`config.mk`:
```
export PLATFORM = sky130hd
export DESIGN_NAME = nonrestoring_divider_flat
export DESIGN_NICKNAME = d
export VERILOG_FILES = /design/src/rtl/nonrestoring_divider_pkg.sv /design/src/rtl/nonrestoring_divider_if.sv /design/src/rtl/nonrestoring_divider_step.sv /design/src/rtl/nonrestoring_divider.sv /design/src/flat_wrapper.sv
export SDC_FILE = /design/constraint.sdc
export NUM_CORES = 1
export LEC_CHECK = 0
export CELL_PAD_IN_SITES_DETAIL_PLACEMENT = 0
export CELL_PAD_IN_SITES_GLOBAL_PLACEMENT = 1
export CORE_UTILIZATION = 47
export DETAILED_ROUTE_END_ITERATION = 6
export HOLD_SLACK_MARGIN = 0.15
export PLACE_DENSITY_LB_ADDON = 0.1
export SLEW_MARGIN = 30
export SYNTH_ARGS = -nofsm -noshare
export SYNTH_HDL_FRONTEND = slang
export SYNTH_SLANG_ARGS = --single-unit
```
`constraint.sdc`:
```
create_clock -name i_clk -period 13.12 [get_ports i_clk]
set_input_delay 2.624 -clock i_clk [delete_from_list [all_inputs] [get_ports i_clk]]
set_output_delay 2.624 -clock i_clk [all_outputs]
set_load 0.01 [all_outputs]
```
`src/rtl/nonrestoring_divider_pkg.sv`:
```
// Shared definitions for the iterative non-restoring divider: FSM encoding and
// default datapath sizing.
package nonrestoring_divider_pkg;

  localparam int DIV_W = 32;
  localparam int CNT_W = $clog2(DIV_W);

  typedef enum logic [2:0] {
    S_IDLE = 3'd0,
    S_PREP = 3'd1,
    S_ITER = 3'd2,
    S_FIX  = 3'd3,
    S_DONE = 3'd4
  } state_t;

endpackage

```
`src/rtl/nonrestoring_divider_if.sv`:
```
// Request/response bundle for the divider: start and operands in, busy/done and
// results out.
interface nonrestoring_divider_if #(
  parameter int WIDTH = 32
);

  logic             i_start;
  logic             i_signed;
  logic [WIDTH-1:0] i_dividend;
  logic [WIDTH-1:0] i_divisor;
  logic             o_busy;
  logic             o_done;
  logic [WIDTH-1:0] o_quotient;
  logic [WIDTH-1:0] o_remainder;
  logic             o_dbz;

  modport master (
    output i_start, i_signed, i_dividend, i_divisor,
    input  o_busy, o_done, o_quotient, o_remainder, o_dbz
  );

  modport slave (
    input  i_start, i_signed, i_dividend, i_divisor,
    output o_busy, o_done, o_quotient, o_remainder, o_dbz
  );

endinterface

```
`src/rtl/nonrestoring_divider_step.sv`:
```
// One non-restoring iteration: shift the partial remainder left by one dividend
// bit, add or subtract the divisor by the sign of P, emit one quotient bit.
module nonrestoring_divider_step #(
  parameter int WIDTH = 32
) (
  input  logic signed [WIDTH:0]   i_p,
  input  logic        [WIDTH-1:0] i_q,
  input  logic        [WIDTH-1:0] i_d,
  output logic signed [WIDTH:0]   o_p,
  output logic        [WIDTH-1:0] o_q
);

  logic             sub;
  logic [WIDTH:0]   shifted;
  logic [WIDTH:0]   operand;
  logic [WIDTH:0]   sum;

  // Add and subtract share one carry-chain adder: subtraction is ~D with carry-in 1.
  assign sub     = ~i_p[WIDTH];
  assign shifted = {i_p[WIDTH-1:0], i_q[WIDTH-1]};
  assign operand = sub ? ~{1'b0, i_d} : {1'b0, i_d};
  assign sum     = shifted + operand + {{WIDTH{1'b0}}, sub};

  assign o_p = signed'(sum);
  assign o_q = {i_q[WIDTH-2:0], ~sum[WIDTH]};

endmodule

```
`src/rtl/nonrestoring_divider.sv`:
```
// Iterative signed/unsigned non-restoring divider, one quotient bit per clock,
// truncating semantics, start/busy/done handshake.
module nonrestoring_divider
  import nonrestoring_divider_pkg::*;
#(
  parameter int WIDTH = DIV_W
) (
  input  logic                  i_clk,
  input  logic                  i_rst_n,
  nonrestoring_divider_if.slave bus
);

  localparam int CW = $clog2(WIDTH);

  state_t                   state_q, state_d;
  logic        [CW-1:0]     cnt_q, cnt_d;
  logic signed [WIDTH:0]    p_q, p_d;
  logic        [WIDTH-1:0]  q_q, q_d;
  logic        [WIDTH-1:0]  d_q, d_d;
  logic                     mode_q, mode_d;
  logic                     sign_q_q, sign_q_d;
  logic                     sign_r_q, sign_r_d;
  logic                     busy_q, busy_d;
  logic                     done_q, done_d;
  logic                     dbz_q, dbz_d;
  logic        [WIDTH-1:0]  quot_q, quot_d;
  logic        [WIDTH-1:0]  rem_q, rem_d;

  logic signed [WIDTH:0]    step_p;
  logic        [WIDTH-1:0]  step_q;
  logic        [WIDTH-1:0]  p_fix;

  function automatic logic [WIDTH-1:0] cond_neg(input logic [WIDTH-1:0] v, input logic neg);
    return neg ? (~v + {{(WIDTH-1){1'b0}}, 1'b1}) : v;
  endfunction

  // Unsigned magnitude; the most negative value maps to 2^(W-1) naturally.
  function automatic logic [WIDTH-1:0] magnitude(input logic [WIDTH-1:0] v, input logic is_signed);
    return cond_neg(v, is_signed & v[WIDTH-1]);
  endfunction

  nonrestoring_divider_step #(.WIDTH(WIDTH)) u_step (
    .i_p (p_q),
    .i_q (q_q),
    .i_d (d_q),
    .o_p (step_p),
    .o_q (step_q)
  );

  assign p_fix = p_q[WIDTH] ? (p_q[WIDTH-1:0] + d_q) : p_q[WIDTH-1:0];

  always_comb begin
    state_d  = state_q;
    cnt_d    = cnt_q;
    p_d      = p_q;
    q_d      = q_q;
    d_d      = d_q;
    mode_d   = mode_q;
    sign_q_d = sign_q_q;
    sign_r_d = sign_r_q;
    busy_d   = busy_q;
    done_d   = 1'b0;
    dbz_d    = dbz_q;
    quot_d   = quot_q;
    rem_d    = rem_q;

    case (state_q)
      S_IDLE, S_DONE: begin
        // Raw operands park in Q/D until PREP converts them to magnitudes.
        if (bus.i_start) begin
          state_d = S_PREP;
          q_d     = bus.i_dividend;
          d_d     = bus.i_divisor;
          mode_d  = bus.i_signed;
          busy_d  = 1'b1;
        end else begin
          state_d = S_IDLE;
        end
      end
      S_PREP: begin
        sign_q_d = mode_q & (q_q[WIDTH-1] ^ d_q[WIDTH-1]);
        sign_r_d = mode_q & q_q[WIDTH-1];
        q_d      = magnitude(q_q, mode_q);
        d_d      = magnitude(d_q, mode_q);
        p_d      = '0;
        cnt_d    = '0;
        if (d_q == '0) begin
          state_d = S_DONE;
          quot_d  = '1;
          rem_d   = q_q;
          dbz_d   = 1'b1;
          busy_d  = 1'b0;
          done_d  = 1'b1;
        end else begin
          state_d = S_ITER;
        end
      end
      S_ITER: begin
        p_d   = step_p;
        q_d   = step_q;
        cnt_d = cnt_q + CW'(1);
        if (cnt_q == CW'(WIDTH - 1)) begin
          state_d = S_FIX;
        end
      end
      S_FIX: begin
        p_d     = signed'({1'b0, p_fix});
        quot_d  = cond_neg(q_q, sign_q_q);
        rem_d   = cond_neg(p_fix, sign_r_q);
        dbz_d   = 1'b0;
        busy_d  = 1'b0;
        done_d  = 1'b1;
        state_d = S_DONE;
      end
      default: begin
        state_d = S_IDLE;
        busy_d  = 1'b0;
      end
    endcase
  end

  always_ff @(posedge i_clk) begin
    if (!i_rst_n) begin
      state_q  <= S_IDLE;
      cnt_q    <= '0;
      p_q      <= '0;
      q_q      <= '0;
      d_q      <= '0;
      mode_q   <= 1'b0;
      sign_q_q <= 1'b0;
      sign_r_q <= 1'b0;
      busy_q   <= 1'b0;
      done_q   <= 1'b0;
      dbz_q    <= 1'b0;
      quot_q   <= '0;
      rem_q    <= '0;
    end else begin
      state_q  <= state_d;
      cnt_q    <= cnt_d;
      p_q      <= p_d;
      q_q      <= q_d;
      d_q      <= d_d;
      mode_q   <= mode_d;
      sign_q_q <= sign_q_d;
      sign_r_q <= sign_r_d;
      busy_q   <= busy_d;
      done_q   <= done_d;
      dbz_q    <= dbz_d;
      quot_q   <= quot_d;
      rem_q    <= rem_d;
    end
  end

  assign bus.o_busy      = busy_q;
  assign bus.o_done      = done_q;
  assign bus.o_dbz       = dbz_q;
  assign bus.o_quotient  = quot_q;
  assign bus.o_remainder = rem_q;

endmodule

```
`src/flat_wrapper.sv`:
```
// flat-port wrapper written by rule: the top's interface ports become plain ports
module nonrestoring_divider_flat import nonrestoring_divider_pkg::*;
#(
  parameter int WIDTH = DIV_W
)
  (i_clk, i_rst_n, bus_i_start, bus_i_signed, bus_i_dividend, bus_i_divisor, bus_o_busy, bus_o_done, bus_o_quotient, bus_o_remainder, bus_o_dbz);
  nonrestoring_divider_if #(.WIDTH(WIDTH)) bus_i ();
  input  logic i_clk;
  input  logic i_rst_n;
  input wire logic [$bits(bus_i.i_start)-1:0] bus_i_start;
  input wire logic [$bits(bus_i.i_signed)-1:0] bus_i_signed;
  input wire logic [$bits(bus_i.i_dividend)-1:0] bus_i_dividend;
  input wire logic [$bits(bus_i.i_divisor)-1:0] bus_i_divisor;
  output wire logic [$bits(bus_i.o_busy)-1:0] bus_o_busy;
  output wire logic [$bits(bus_i.o_done)-1:0] bus_o_done;
  output wire logic [$bits(bus_i.o_quotient)-1:0] bus_o_quotient;
  output wire logic [$bits(bus_i.o_remainder)-1:0] bus_o_remainder;
  output wire logic [$bits(bus_i.o_dbz)-1:0] bus_o_dbz;
  assign bus_i.i_start = bus_i_start;
  assign bus_i.i_signed = bus_i_signed;
  assign bus_i.i_dividend = bus_i_dividend;
  assign bus_i.i_divisor = bus_i_divisor;
  assign bus_o_busy = bus_i.o_busy;
  assign bus_o_done = bus_i.o_done;
  assign bus_o_quotient = bus_i.o_quotient;
  assign bus_o_remainder = bus_i.o_remainder;
  assign bus_o_dbz = bus_i.o_dbz;
  nonrestoring_divider #(.WIDTH(WIDTH)) u_core (.i_clk(i_clk), .i_rst_n(i_rst_n), .bus(bus_i));
endmodule
```
==> key figures, run 1 <==
Setup path
  • R2R depth: 15
  • Crit Path Max Fanout: 58
  • CP Class: flop to flop
  • Crit start category: flop
  • Req. time, crit path: 13.48 ns
  • Crit path capture type: flop
  • Crit path arrival time: 5.19 ns

Global route
  • Antenna violations before repair: 1
  • Largest net degree at the start of global routing: 89
  • Total global-route track usage: 0.315
  • First-pass GRT wire length: 74700 um
  • Vias in the first global route: 13100
  • Gr ovfl total: 0

Flow run
  • # Max-Cap Violations: 0

Routing
  • Vias/cell: 6.27
  • WL final: 48700 um
  • First DRT Iteration DRCs: ~1400
  • Post-DR wirelength/cell: 21.1 um
  • Via count: approximately 14000
  • Iteration count of the initial detailed-routing pass: 6
  • Drt drc: 0
  • ANT nets after route: 0

Timing
  • Period Utilization, post-route: 0.368
  • Final slew viol count: 0
  • RSZ-0062 raised after global routing: no
  • Fin crit period: 4.83 ns
  • Setup slack after layout: 8.29 ns
  • Worst-Margin Slew: 0.938 ns
  • Final setup fails: 0
  • Clk_skew: 0.0153 ns
  • Max_slew headroom: 0.369
  • Final Hold Viols: 0
  • Setup Total Neg Slack: 0 ns
  • F_max: 207 MHz

Synthesis
  • Async SR Flop Fraction: 0
  • Avg Inst Size Synth: 7.42 um^2
  • Top-count cell post-synth: nor2_1
  • Top cell type's share of synthesized area: 0.251
  • Post-synth top area cell: dfxtp_1
  • Synth Warn #: 0
  • Post-synthesis instance total: roughly 1900
  • Netlist area before placement: about 14000 um^2
  • Most common library cells after synthesis: nor2_1, nand2_1, a21oi_1
  • Synth top area cells: dfxtp_1, a21oi_1, nor2_1
  • EDFF count, synth: 0
  • Top FF cell, synth: dfxtp_1
  • Synth cell types: 99
  • Synth Register Bits: 175
  • Xor-xnor portion of the synthesized cell area: 0.0828
  • Largest family of logic cells by synthesized area: compound AO/OA/AOI/OAI gates
  • Sequential element share of the synthesized area: 0.251
  • Synth Area in Simple Gates: 0.230
  • Mux contribution to synthesized area: 0.0160
  • Compound-Gate Fraction of Synth Area: 0.304
  • Synth Area in Adders: 0.0629
  • Synthesized net count: around 2000

Die
  • Chip width: 174 um
  • Initial Utilization: 0.482
  • CORE AREA: 28900 um^2
  • Die area: 30400 um^2
  • Die H: 174 um
  • I/O Pins: 135
  • Row count: 62

Clocking
  • Post-cts hold buffer count: 0
  • CTS root buffer: clkbuf_16
  • Worst-path clk slew: 0.08 ns
  • H-tree depth: 4
  • Post-CTS Setup Inserts: 0
  • TritonCTS Sinks: roughly 180
  • CTS tree: yes
  • Clk buf depth: 2
  • CTS Buf Count: 17
  • Post_cts resized: 0
  • Clk_lat worst skew: 0.47 ns

Power
  • Switching share of power: 0.403
  • Static leakage: roughly 6.0 nW
  • Peak supply drop: around 110 uV
  • Internal: 1.19 mW
  • Power Density: 125 nW/um^2
  • Tot Pwr: 1.99 mW
  • Logic pwr share: 0.407
  • Net Switching: 804 uW
  • Clock Power Share: 0.268
  • Flop pwr share: 0.325

Layout
  • FF+latch area: 3510 um^2
  • Multi-input logic area: 9760 um^2
  • Number of fill cells: 2809
  • Final nets: slightly above 2000
  • Layout area overhead: 14.2%
  • Fraction of layout cells with a size suffix above 1: 0.0611

Worst hold path
  • WHS Path Cells: 2
  • Hold Path Class: flop to flop

Run status
  • Status: finished clean

Placement
  • Gpl congestion: 0.935
  • Placement Setup Slack: between 8 and 9 ns
  • Dpl hpwl: 34300 um
  • IO buf count: approximately 130
## stage by stage
| stage | utilization | hold WS, ns | cell area (um^2) | instances |
|---|---|---|---|---|
| final | 0.551 | 0.465 | 15900 | 2301 |
| after global routing | 0.551 | 0.485 | 15900 | 2301 |
| after CTS | 0.550 | 0.464 | 15900 | 2299 |
| after detailed placement | 0.530 | 0.454 | 15300 | 2268 |
| after global placement | 0.529 | 0.470 | 15300 | 2268 |
| after floorplan | - | 0.466 | 14000 | 1882 |
## worst max-delay path, stage by stage, from the launching register on
cell	delay, ns
dfxtp_4	0.59
buf_4	0.69
or2_2	0.24
nand2_1	0.08
fa_1	0.41
a21oi_1	0.19
o21a_1	0.23
a211oi_1	0.14
nor4_1	0.47
o31ai_1	0.26
a31oi_1	0.32
a21oi_1	0.13
xnor2_1	0.36
xnor2_1	0.17
nand2_1	0.07
a221oi_1	0.32
## final cells by class
class | instances | share of cell area
repair buffers | 151 | 0.0933
flip-flops and latches | 175 | 0.220
clock inverters | 13 | 0.00934
multi-input cells | 1526 | 0.612
inverters | 33 | 0.00793
diodes | 1 | 0.000157
well taps | 384 | 0.0301
clock buffers | 18 | 0.0269
## per-layer routing
metal	vias to the layer above	track usage	routed length (um)
li1	6928	-	-
met1	6839	0.429	21500
met2	584	0.490	21700
met3	75	0.0748	4190
met4	0	0.0987	1190
met5	-	0	0
## cells in the final DEF (no fill, tap or decap), types with 5 or more instances in the layout
master	n
nand2_1	193
a311oi_1	20
a31oi_1	16
o31ai_1	5
nand3_1	32
o21ai_0	127
inv_1	32
o21ai_1	6
xor2_1	59
o22ai_1	15
inv_6	8
a22oi_1	36
or2_2	8
or3_1	26
clkdlybuf4s50_1	133
o21bai_1	8
mux2i_1	19
and2_1	11
dfxtp_1	174
nand4_1	10
ha_1	67
and3_1	18
nor3_1	51
nor4_1	15
a21oi_1	187
nand2b_1	13
a21o_1	40
a222oi_1	12
a221oi_1	46
a211oi_1	19
o211ai_1	19
buf_4	15
clkbuf_16	17
o21a_1	8
nor2_1	231
xnor2_1	73
nor2b_1	10
## sequential cells by signal, indices dropped and copies added (netlist names)
signal / cells
u_core.bus.o_busy: 1
u_core.bus.o_dbz: 1
u_core.bus.o_done: 1
u_core.bus.o_quotient: 32
u_core.bus.o_remainder: 32
u_core.cnt_q: 5
u_core.d_q: 32
u_core.mode_q: 1
u_core.p_q: 33
u_core.q_q: 32
u_core.sign_q_q: 1
u_core.sign_r_q: 1
u_core.state_q: 3
## power groups by stage
stage          clock (mW)  combinational (mW)  sequential [mW]
2_1_floorplan           0               0.632            0.613
3_3_place_gp            0               0.785            0.657
3_5_place_dp            0               0.792            0.658
4_1_cts             0.541               0.799            0.645
5_1_grt             0.560               0.891            0.654
6_report            0.534               0.812            0.648
## cells by family (layout without fill, tap and decap cells)
family	after synthesis	after routing
and+or+nand+nor	669	669
DFF	175	175
buffers and inverters	181	215
muxes	22	22
adders and majority gates	69	69
other	0	1
AOI/OAI and AO/OA	634	634
xor gates and xnor gates	132	132
## worst paths after layout
check | startpoint | end | slack (ns)
hold / removal | u_core.bus.o_dbz | u_core.bus.o_dbz | 0.47
setup / recovery | u_core.p_q[32] | u_core.q_q[0] | 8.29
hold reg to reg | u_core.bus.o_dbz | u_core.bus.o_dbz | 0.47
setup reg to reg | u_core.p_q[32] | u_core.q_q[0] | 8.29
(Power assumes the default switching activity.)
==> run 2: changes to the inputs <==
- CORE_UTILIZATION: 47 -> 39
- clock period: 13.12 -> 4.36 ns (I/O delays scaled with it)
==> key figures, run 2 (synthesis results as in run 1) <==
Run status
  • Status: finished clean

Timing
  • Hold Worst Slack: 0.465 ns (-0.000512 ns)
  • Final setup fails: 0 (unchanged)
  • Period Utilization, post-route: 0.929 (+0.561)
  • F_max: 247 MHz (+19%)
  • Worst-Margin Slew: 1.05 ns (+0.114 ns)
  • Setup slack after layout: 0.310 ns (-7.98 ns)
  • Final slew viol count: 0 (unchanged)
  • Fin crit period: 4.05 ns (-0.780 ns)
  • Final Hold Viols: 0 (unchanged)
  • Clk_skew: 0.0148 ns (-0.000522 ns)
  • Setup Total Neg Slack: 0 ns (unchanged)
  • RSZ-0062 raised after global routing: no
  • Max_slew headroom: 0.299 (-0.0705)

Routing
  • Via count: 14500 (+0.61%)
  • Vias/cell: 6.04 (-3.6%)
  • WL final: 51800 um (+6.5%)
  • Drt drc: 0 (unchanged)
  • ANT nets after route: 0 (unchanged)
  • Post-DR wirelength/cell: 21.6 um (+2.0%)
  • Iteration count of the initial detailed-routing pass: 6 (unchanged)
  • First DRT Iteration DRCs: 1198 (-16%)

Setup path
  • Crit path capture type: flop
  • Reg2reg start: u_core.d_q[0]
  • Crit Path Max Fanout: 9 (-84%)
  • CP endpoint: u_core.bus.o_remainder[31]
  • CP Class: flop to flop
  • Reg-to-Reg End: u_core.bus.o_remainder[31]
  • R2R depth: 13 (-2)
  • Crit start category: flop
  • R2R setup slack: 0.31 ns (-7.98 ns)
  • Crit path launch: u_core.d_q[0]
  • Req. time, crit path: 4.71 ns (-8.77 ns)
  • Crit path arrival time: 4.39 ns (-0.80 ns)

Layout
  • Most flop-heavy register: u_core.p_q
  • Number of fill cells: 3519 (+25%)
  • Most frequent cells in the layout: nor2_1, nand2_1, a21oi_1
  • Final Util: 0.467 (-0.0836)
  • Layout area overhead: 16.8%
  • Final nets: 2071 (+1.5%)
  • ANT cells: 0 (-1)
  • Commonest non-fill, non-tap cell in the layout: nor2_1
  • Fraction of layout cells with a size suffix above 1: 0.0781 (+0.0170)
  • Max reg flops: 33 (unchanged)

Power
  • Tot Pwr: 6.09 mW (+210%)
  • Flop pwr share: 0.320 (-0.005)
  • Logic pwr share: 0.420 (+0.013)
  • Switching share of power: 0.417 (+0.0136)
  • Net Switching: 2.54 mW (+220%)
  • Clock Power Share: 0.260 (-0.008)
  • Power Density: 373 nW/um^2 (+200%)
  • Static leakage: 6.18 nW (+2.8%)
  • Peak supply drop: 284 uV (+150%)
  • Internal: 3.55 mW (+200%)

Die
  • Die area: 36500 um^2 (+20%)
  • Row count: 68 (+9.7%)
  • Die H: 191 um (+9.7%)
  • CORE AREA: 34900 um^2 (+21%)
  • I/O Pins: 135 (unchanged)
  • Chip width: 191 um (+9.7%)
  • Initial Utilization: 0.400 (-0.0822)

Global route
  • Vias in the first global route: 13400 (+2.1%)
  • Gr ovfl total: 0 (unchanged)
  • Total global-route track usage: 0.286 (-0.0298)
  • First-pass GRT wire length: 79900 um (+7.0%)
  • Largest net degree at the start of global routing: 70 (-21%)
  • Antenna violations before repair: 0 (-1)

Clocking
  • CTS tree: yes
  • CTS Buf Count: 17 (unchanged)
  • Clk_lat worst skew: 0.47 ns (about the same)
  • CTS root buffer: clkbuf_16
  • Post_cts resized: 0 (unchanged)
  • Post-cts hold buffer count: 0 (unchanged)
  • Worst-path clk slew: 0.08 ns (about the same)
  • Post-CTS Setup Inserts: 0 (unchanged)
  • TritonCTS Sinks: 175 (unchanged)
  • Clk buf depth: 2 (unchanged)
  • H-tree depth: 4 (unchanged)

Placement
  • Placement Setup Slack: 0.332 ns (-8.03 ns)
  • Dpl hpwl: 38000 um (+11%)
  • Gpl congestion: 0.893 (-4.5%)
  • IO buf count: 134 (unchanged)

Worst hold path
  • Hold Path Class: flop to flop
  • HP Start: u_core.sign_q_q

Flow run
  • # Max-Cap Violations: 0 (unchanged)
[run 2: cell types whose count changed in the layout (fill, tap and decap cells not counted), sizes merged]
cell and delta:
buf +30, bufinv -2, clkinv +3, diode -1
[run 2: how the worst min path moves through the flow]
stage                            endpoint  depth (start not counted)
after global routing      u_core.sign_q_q                          2
after CTS                 u_core.sign_q_q                          2
final                     u_core.sign_q_q                          2
after global placement    u_core.sign_q_q                          2
after floorplan           u_core.cnt_q[2]                          2
after detailed placement  u_core.sign_q_q                          2
[run 2: per-stage QoR]
step / std cells / cell area (um^2)
after floorplan: 1882 / 14000
after global placement: 2368 / 15700
after detailed placement: 2369 / 15700
after CTS: 2401 / 16300
after global routing: 2402 / 16300
final: 2402 / 16300
[run 2: metal layers]
metal,GRT usage,part of all wire,vias up
met2,0.450,0.45,474
met1,0.402,0.47,6989
met3,0.0352,0.059,61
met5,0,0,-
met4,0.0888,0.024,0
li1,-,-,6990
[run 2: cell type report]
type,count,area (um^2),area share
Tap cell,455,569,0.0349
Inverter,33,126,0.00775
Clock buffer,18,439,0.0269
Clock inverter,14,123,0.00752
Sequential cell,175,3510,0.215
Multi-Input combinational cell,1526,9770,0.599
Timing Repair Buffer,181,1770,0.108
[run 2: worst max-delay path, cell delays in order, from the launching register on]
cell and delay [ns]:
dfxtp_1 0.40, ha_1 0.29, fa_1 0.47, a211oi_4 0.31, o21ai_2 0.13, a211o_1 0.30, a31oi_4 0.24, nand3_2 0.11
or4_4 0.57, nand3b_4 0.21, nor4_4 0.41, a41oi_1 0.20, xnor2_1 0.18, o22ai_1 0.10
[run 2: power by group through the flow]
stage	logic [mW]	clock network, mW	registers [mW]
floorplan	1.91	0	1.85
global placement	2.50	0	1.98
detailed placement	2.52	0	1.98
CTS	2.53	1.62	1.94
global route	2.81	1.66	1.96
finish	2.56	1.58	1.95
